==> src/rtl/data_ram_arbiter_if.sv <==
// ---------------------------------------------------------------------------
// data_ram_arbiter_if
//   Request/response bundle between one data_ram requester and the arbiter.
//   Signals:
//     req    requester -> arbiter  access request; we/addr/sel/wdata held stable while req=1
//     we     requester -> arbiter  1 = write, 0 = read
//     addr   requester -> arbiter  byte address
//     sel    requester -> arbiter  byte enables
//     wdata  requester -> arbiter  write data
//     gnt    arbiter -> requester  access performed on the RAM this cycle
//     ack    arbiter -> requester  one-cycle pulse, the cycle after gnt
//     rdata  arbiter -> requester  read data, valid with ack, held until the next ack
//   Modports: master (requester side), slave (arbiter side).
// ---------------------------------------------------------------------------
interface data_ram_arbiter_if #(
  parameter int ADDR_W = 32,
  parameter int DATA_W = 32,
  parameter int SEL_W  = 4
);
  logic              req;
  logic              we;
  logic [ADDR_W-1:0] addr;
  logic [SEL_W-1:0]  sel;
  logic [DATA_W-1:0] wdata;
  logic              gnt;
  logic              ack;
  logic [DATA_W-1:0] rdata;

  modport master (
    output req, we, addr, sel, wdata,
    input  gnt, ack, rdata
  );

  modport slave (
    input  req, we, addr, sel, wdata,
    output gnt, ack, rdata
  );
endinterface

==> src/rtl/data_ram_arbiter.sv <==
// ---------------------------------------------------------------------------
// data_ram_arbiter
//   Shares the single data_ram port between the CPU load/store port (m0) and
//   the DMA/debug loader (m1). A registered owner FSM picks the owner, with
//   round-robin tie-break from IDLE and a per-owner burst limit while the
//   other master waits. Ack and read data are registered; m0 gets a stall
//   request whenever it is requesting but not granted.
//   Ports:
//     clk, rst           clock (rising edge), synchronous active-high reset
//     m0, m1             requester interfaces (slave modport)
//     m0_stall_o         m0.req & ~m0.gnt, to the pipeline stall logic
//     ram_ce_o/we_o      data_ram chip / write enable
//     ram_addr_o         data_ram address
//     ram_sel_o          data_ram byte select
//     ram_data_o         data_ram write data
//     ram_data_i         data_ram read data (combinational read)
// ---------------------------------------------------------------------------
module data_ram_arbiter #(
  parameter int ADDR_W    = 32,
  parameter int DATA_W    = 32,
  parameter int SEL_W     = 4,
  parameter int MAX_BURST = 4
) (
  input  logic                clk,
  input  logic                rst,
  data_ram_arbiter_if.slave   m0,
  data_ram_arbiter_if.slave   m1,
  output logic                m0_stall_o,
  output logic                ram_ce_o,
  output logic                ram_we_o,
  output logic [ADDR_W-1:0]   ram_addr_o,
  output logic [SEL_W-1:0]    ram_sel_o,
  output logic [DATA_W-1:0]   ram_data_o,
  input  logic [DATA_W-1:0]   ram_data_i
);

  // A one-bit counter is kept even for MAX_BURST=1 so the width never collapses.
  localparam int CNT_W = (MAX_BURST > 1) ? $clog2(MAX_BURST) : 1;
  localparam logic [CNT_W-1:0] CNT_LAST = CNT_W'(MAX_BURST - 1);

  typedef enum logic [1:0] {
    IDLE = 2'd0,
    OWN0 = 2'd1,
    OWN1 = 2'd2
  } state_t;

  state_t           state_reg;
  logic             last_reg;       // index of the master granted most recently
  logic [CNT_W-1:0] burst_cnt_reg;  // grants to the current owner, saturating

  // Flatten both interfaces into arrays so per-master logic can be generated.
  logic [1:0]        req;
  logic [1:0]        we;
  logic [ADDR_W-1:0] addr  [2];
  logic [SEL_W-1:0]  sel   [2];
  logic [DATA_W-1:0] wdata [2];
  logic [1:0]        gnt;
  logic [1:0]        ack_reg;
  logic [DATA_W-1:0] rdata_reg [2];

  assign req      = {m1.req, m0.req};
  assign we       = {m1.we, m0.we};
  assign addr[0]  = m0.addr;
  assign addr[1]  = m1.addr;
  assign sel[0]   = m0.sel;
  assign sel[1]   = m1.sel;
  assign wdata[0] = m0.wdata;
  assign wdata[1] = m1.wdata;

  // Grants follow the registered owner; only one state can own, so at most
  // one grant is ever active.
  assign gnt[0] = (state_reg == OWN0) & req[0];
  assign gnt[1] = (state_reg == OWN1) & req[1];

  assign m0.gnt   = gnt[0];
  assign m1.gnt   = gnt[1];
  assign m0.ack   = ack_reg[0];
  assign m1.ack   = ack_reg[1];
  assign m0.rdata = rdata_reg[0];
  assign m1.rdata = rdata_reg[1];

  assign m0_stall_o = req[0] & ~gnt[0];

  // Owner FSM.
  always_ff @(posedge clk) begin
    if (rst) begin
      state_reg     <= IDLE;
      last_reg      <= 1'b1;
      burst_cnt_reg <= '0;
    end else begin
      case (state_reg)
        IDLE: begin
          burst_cnt_reg <= '0;
          if (req[0] && req[1]) begin
            // Tie goes to the master that was not served last.
            state_reg <= last_reg ? OWN0 : OWN1;
          end else if (req[0]) begin
            state_reg <= OWN0;
          end else if (req[1]) begin
            state_reg <= OWN1;
          end
        end

        OWN0: begin
          if (req[0]) begin
            last_reg <= 1'b0;
            if ((burst_cnt_reg == CNT_LAST) && req[1]) begin
              state_reg     <= OWN1;
              burst_cnt_reg <= '0;
            end else if (burst_cnt_reg != CNT_LAST) begin
              burst_cnt_reg <= burst_cnt_reg + 1'b1;
            end
          end else begin
            // Owner released: hand straight over if the other is waiting.
            state_reg     <= req[1] ? OWN1 : IDLE;
            burst_cnt_reg <= '0;
          end
        end

        OWN1: begin
          if (req[1]) begin
            last_reg <= 1'b1;
            if ((burst_cnt_reg == CNT_LAST) && req[0]) begin
              state_reg     <= OWN0;
              burst_cnt_reg <= '0;
            end else if (burst_cnt_reg != CNT_LAST) begin
              burst_cnt_reg <= burst_cnt_reg + 1'b1;
            end
          end else begin
            state_reg     <= req[0] ? OWN0 : IDLE;
            burst_cnt_reg <= '0;
          end
        end

        default: begin
          state_reg     <= IDLE;
          burst_cnt_reg <= '0;
        end
      endcase
    end
  end

  // Per-master ack pulse and read-data capture. Reset drops any pending ack.
  for (genvar gi = 0; gi < 2; gi++) begin : g_resp
    logic              ack_q;
    logic [DATA_W-1:0] rdata_q;

    always_ff @(posedge clk) begin
      if (rst) begin
        ack_q   <= 1'b0;
        rdata_q <= '0;
      end else begin
        ack_q <= gnt[gi];
        if (gnt[gi] && !we[gi]) begin
          rdata_q <= ram_data_i;
        end
      end
    end

    assign ack_reg[gi]   = ack_q;
    assign rdata_reg[gi] = rdata_q;
  end

  // RAM port mux: the granted master drives the RAM, otherwise all zero.
  always_comb begin
    ram_ce_o   = 1'b0;
    ram_we_o   = 1'b0;
    ram_addr_o = '0;
    ram_sel_o  = '0;
    ram_data_o = '0;
    if (gnt[0]) begin
      ram_ce_o   = 1'b1;
      ram_we_o   = we[0];
      ram_addr_o = addr[0];
      ram_sel_o  = sel[0];
      ram_data_o = wdata[0];
    end else if (gnt[1]) begin
      ram_ce_o   = 1'b1;
      ram_we_o   = we[1];
      ram_addr_o = addr[1];
      ram_sel_o  = sel[1];
      ram_data_o = wdata[1];
    end
  end

endmodule

==> src/flat_wrapper.sv <==
// flat-port wrapper written by rule: the top's interface ports become plain ports
module data_ram_arbiter_flat 
#(
  parameter int ADDR_W    = 32,
  parameter int DATA_W    = 32,
  parameter int SEL_W     = 4,
  parameter int MAX_BURST = 4
)
  (clk, rst, m0_stall_o, ram_ce_o, ram_we_o, ram_addr_o, ram_sel_o, ram_data_o, ram_data_i, m0_req, m0_we, m0_addr, m0_sel, m0_wdata, m0_gnt, m0_ack, m0_rdata, m1_req, m1_we, m1_addr, m1_sel, m1_wdata, m1_gnt, m1_ack, m1_rdata);
  data_ram_arbiter_if #(.ADDR_W(ADDR_W), .DATA_W(DATA_W), .SEL_W(SEL_W)) m0_i ();
  data_ram_arbiter_if #(.ADDR_W(ADDR_W), .DATA_W(DATA_W), .SEL_W(SEL_W)) m1_i ();
  input  logic clk;
  input  logic rst;
  output logic m0_stall_o;
  output logic ram_ce_o;
  output logic ram_we_o;
  output logic [ADDR_W-1:0] ram_addr_o;
  output logic [SEL_W-1:0] ram_sel_o;
  output logic [DATA_W-1:0] ram_data_o;
  input  logic [DATA_W-1:0] ram_data_i;
  input wire logic [$bits(m0_i.req)-1:0] m0_req;
  input wire logic [$bits(m0_i.we)-1:0] m0_we;
  input wire logic [$bits(m0_i.addr)-1:0] m0_addr;
  input wire logic [$bits(m0_i.sel)-1:0] m0_sel;
  input wire logic [$bits(m0_i.wdata)-1:0] m0_wdata;
  output wire logic [$bits(m0_i.gnt)-1:0] m0_gnt;
  output wire logic [$bits(m0_i.ack)-1:0] m0_ack;
  output wire logic [$bits(m0_i.rdata)-1:0] m0_rdata;
  input wire logic [$bits(m1_i.req)-1:0] m1_req;
  input wire logic [$bits(m1_i.we)-1:0] m1_we;
  input wire logic [$bits(m1_i.addr)-1:0] m1_addr;
  input wire logic [$bits(m1_i.sel)-1:0] m1_sel;
  input wire logic [$bits(m1_i.wdata)-1:0] m1_wdata;
  output wire logic [$bits(m1_i.gnt)-1:0] m1_gnt;
  output wire logic [$bits(m1_i.ack)-1:0] m1_ack;
  output wire logic [$bits(m1_i.rdata)-1:0] m1_rdata;
  assign m0_i.req = m0_req;
  assign m0_i.we = m0_we;
  assign m0_i.addr = m0_addr;
  assign m0_i.sel = m0_sel;
  assign m0_i.wdata = m0_wdata;
  assign m0_gnt = m0_i.gnt;
  assign m0_ack = m0_i.ack;
  assign m0_rdata = m0_i.rdata;
  assign m1_i.req = m1_req;
  assign m1_i.we = m1_we;
  assign m1_i.addr = m1_addr;
  assign m1_i.sel = m1_sel;
  assign m1_i.wdata = m1_wdata;
  assign m1_gnt = m1_i.gnt;
  assign m1_ack = m1_i.ack;
  assign m1_rdata = m1_i.rdata;
  data_ram_arbiter #(.ADDR_W(ADDR_W), .DATA_W(DATA_W), .SEL_W(SEL_W), .MAX_BURST(MAX_BURST)) u_core (.clk(clk), .rst(rst), .m0(m0_i), .m1(m1_i), .m0_stall_o(m0_stall_o), .ram_ce_o(ram_ce_o), .ram_we_o(ram_we_o), .ram_addr_o(ram_addr_o), .ram_sel_o(ram_sel_o), .ram_data_o(ram_data_o), .ram_data_i(ram_data_i));
endmodule
==> config.mk <==
export PLATFORM = sky130hd
export DESIGN_NAME = data_ram_arbiter_flat
export DESIGN_NICKNAME = d
export VERILOG_FILES = /design/src/rtl/data_ram_arbiter_if.sv /design/src/rtl/data_ram_arbiter.sv /design/src/flat_wrapper.sv
export SDC_FILE = /design/constraint.sdc
export NUM_CORES = 1
export LEC_CHECK = 0
export BUFFER_PORTS_ARGS = -buffer_cell sky130_fd_sc_hd__buf_2
export CORE_AREA = 10 10 114 116
export DETAILED_ROUTE_END_ITERATION = 8
export DIE_AREA = 0 0 124 126
export HOLD_SLACK_MARGIN = 0.05
export PLACE_DENSITY = 0.76
export SETUP_SLACK_MARGIN = 0.1
export SLEW_MARGIN = 30
export SYNTH_ARGS = -nofsm -noshare
export SYNTH_HDL_FRONTEND = slang
export SYNTH_SLANG_ARGS = --single-unit
export TNS_END_PERCENT = 10
==> constraint.sdc <==
create_clock -name clk -period 2.5 [get_ports clk]
set_clock_uncertainty 0.1 [all_clocks]
set_input_delay 0.5 -clock clk [delete_from_list [all_inputs] [get_ports clk]]
set_output_delay 0.5 -clock clk [all_outputs]
set_load 0.03 [all_outputs]
==> flow_summary.ini <==
[worst_setup_path]
critPathKind = flip-flop to output pin
startpoint = u_core.state_reg[1]
cp-start-kind = flip-flop
rr_worst_depth = 7
cp-end-kind = output pin
slowest_delay_ns = 0.36
cp_top_family = buffers and inverters
r2r-end = u_core.state_reg[1]
cp_cell_sequence = inv_2 -> ha_4 -> nand2_4 -> inv_6 -> nor2_4 -> buf_12 -> a22o_1 -> buf_6
rr_startpoint = u_core.state_reg[1]
worstPathArrival_ns = 1.82
rrSetupSlack_ns = 0.65
crit_path_end = ram_data_o[26]
cp.required_ns = 1.90
cp_slowest_cell = dfxtp_4
cp_num_cells = 8
path_buf_inv = 4
crit_fanout = 34

[global_routing]
grt.total_usage = 0.232
grt-ovfl-total = 0
first_global_vias = 4315
grt_pass1_wl_mm = 27.4
grt_max_degree = 36
antenna_found_initial = 14

[drt]
wl_mm = 20.0
wire_per_inst_um = 22.8
drtPass1Iterations = 5
ant_nets = 0
drcViolationCount = 0
vias = 4448
dr.first_iter.drc_count = 369
avgViaCountPerCell = 5.08

[yosys]
avgSynthCellArea_um2 = 7.90
ys_ff_latch = 71
ys_warn_count = 0
ys.flop_type = dfxtp_1
synth_cell_type_count = 25
yosysMostFrequentCell = nand2_1
yosysTopAreaCellShare = 0.438
syn_inst = 411
netlist_area_um2 = 3250
synth_common_cells = nand2_1, dfxtp_1, a21oi_1, a22o_1, clkbuf_1
synthesis.nets = 589
synth_edf_count = 0
synthArstFlopShare = 0
synthTopCellsByArea = dfxtp_1, a22o_1, nand2_1
yosys.area.top_type = dfxtp_1
synth.yosys.seq_area_share = 0.438

[clocking]
htreeDepth = 3
cts_hold_buf = 0
clockRootBuffer = clkbuf_8
clk_latency_ns = 0.33
cts_buffer_depth = 2
cts_made_buffers = 9
numClockSinks = 71
cts_tree = built
clkSlewWorstSetupHoldPaths_ns = 0.09

[layout]
drive_above_1_share = 0.503
area_growth_syn_to_layout_pct = 75.0
num-nets-final = 901
fin_util = 0.531
stdcell_count = 876

[sta]
drv_slew = 0
fin_crit_sh = 0.970
slew_headroom = 0.624
finalWorstSetupSlack_ns = 0.0761
rsz0062_at_grt = yes
tightest_slew_ns = 0.564
period_needed_ns = 2.42
final-setup-viol-count = 0
tns_ns = 0
holdWs_ns = 0.303
max_freq_mhz = 413
hold_viol_final = 0

[placement]
pre_cts_ws_ns = 0.0992
dp.cells = 836
io_buffers = 312
dp_hpwl_mm = 15.4
gp_congestion = 0.903

[power]
ir_drop_mv = 0.427
p_per_area_nw_per_um2 = 811
power_leakage_uw = 0.00284

[floorplan]
num_rows = 38
initial_core_util = 0.303
io_pins = 313
die_h_um = 126
die-area_um2 = 15600
coreArea_um2 = 10700
die_x_um = 124

[outcome]
status = completed

[hold_path]
hp-class = input pin to flip-flop

[job]
max-cap-violations = 0
==> metrics by stage <==
stage	total power, µW	area [µm²]
after floorplan	2480	3250
after global placement	3120	4920
after detailed placement	3130	4920
after CTS	4510	5540
after global routing	4780	5670
final	4610	5680
==> power by group <==
group,leakage (µW),switching (µW),internal (µW)
Combinational,0.00215,1390,894
Sequential,0.000575,49.9,1220
Clock,0.000111,475,575
==> repair_timing <==
action	4_1_cts	5_1_grt
gates cloned	4	3
setup buffers	5	4
setup endpoints to repair	70	69
pin swaps	7	0
gates resized for setup	75	8
==> worst min-delay path by stage <==
stage / from / end / slack (ns) / cells past startpoint
5_1_grt: ram_data_i[14] / u_core.m1.rdata[14] / 0.30 / 3
3_5_place_dp: u_core.m0.rdata[5] / u_core.m0.rdata[5] / 0.34 / 2
3_3_place_gp: u_core.m1.rdata[16] / u_core.m1.rdata[16] / 0.34 / 2
4_1_cts: ram_data_i[23] / u_core.m1.rdata[23] / 0.28 / 3
6_report: ram_data_i[22] / u_core.m1.rdata[22] / 0.30 / 3
2_1_floorplan: u_core.burst_cnt_reg[0] / u_core.burst_cnt_reg[1] / 0.38 / 2
==> area by class of cell <==
class / instances / area [µm²]
fill: 1057 / 5020
clock buffer: 9 / 124
inverter: 4 / 22.5
clock inverter: 7 / 103
multi-input combinational: 301 / 1720
sequential: 71 / 1430
tap: 140 / 175
antenna: 8 / 20.0
timing repair buffer: 336 / 2090
==> logic make-up after synthesis <==
kind of cell / synth area share
AND/OR/NAND/NOR: 0.187
AO/OA/AOI/OAI: 0.307
flip-flops: 0.438
buffers and inverters: 0.0524
adder cells (fa/ha/maj): 0.0154
==> metal layers <==
layer  vias to the layer above  wire, µm  global-route usage
li1                       2070         -                   -
met1                      2050      6750               0.238
met2                       265      9760               0.393
met3                        47      2790               0.138
met4                        16       560              0.0610
met5                         -       109                   0
==> tightest hold or removal path: cells and delay by family <==
| family | cells | cell delay [ns] |
|---|---|---|
| AOI/OAI and AO/OA | 1 | 0.05 |
| buffers and inverters | 1 | 0.11 |
| and+or+nand+nor | 1 | 0.05 |
==> cell usage in the layout, fill, tap and decap left out, types with 2 or more instances in the layout <==
master / count
buf_2: 271
nand2_1: 129
dfxtp_1: 69
a21oi_1: 68
a22o_1: 66
buf_4: 36
buf_6: 19
clkbuf_8: 9
diode_2: 8
nor2_1: 7
inv_6: 4
nand2b_1: 4
buf_16: 4
nor2b_1: 3
clkbuf_16: 3
buf_12: 3
nand2_4: 2
a22o_4: 2
nor2_2: 2
nand3_1: 2
nor4b_1: 2
ha_1: 2
ha_4: 2
bufinv_16: 2
dfxtp_4: 2
Power figures use the tool's default switching activity.
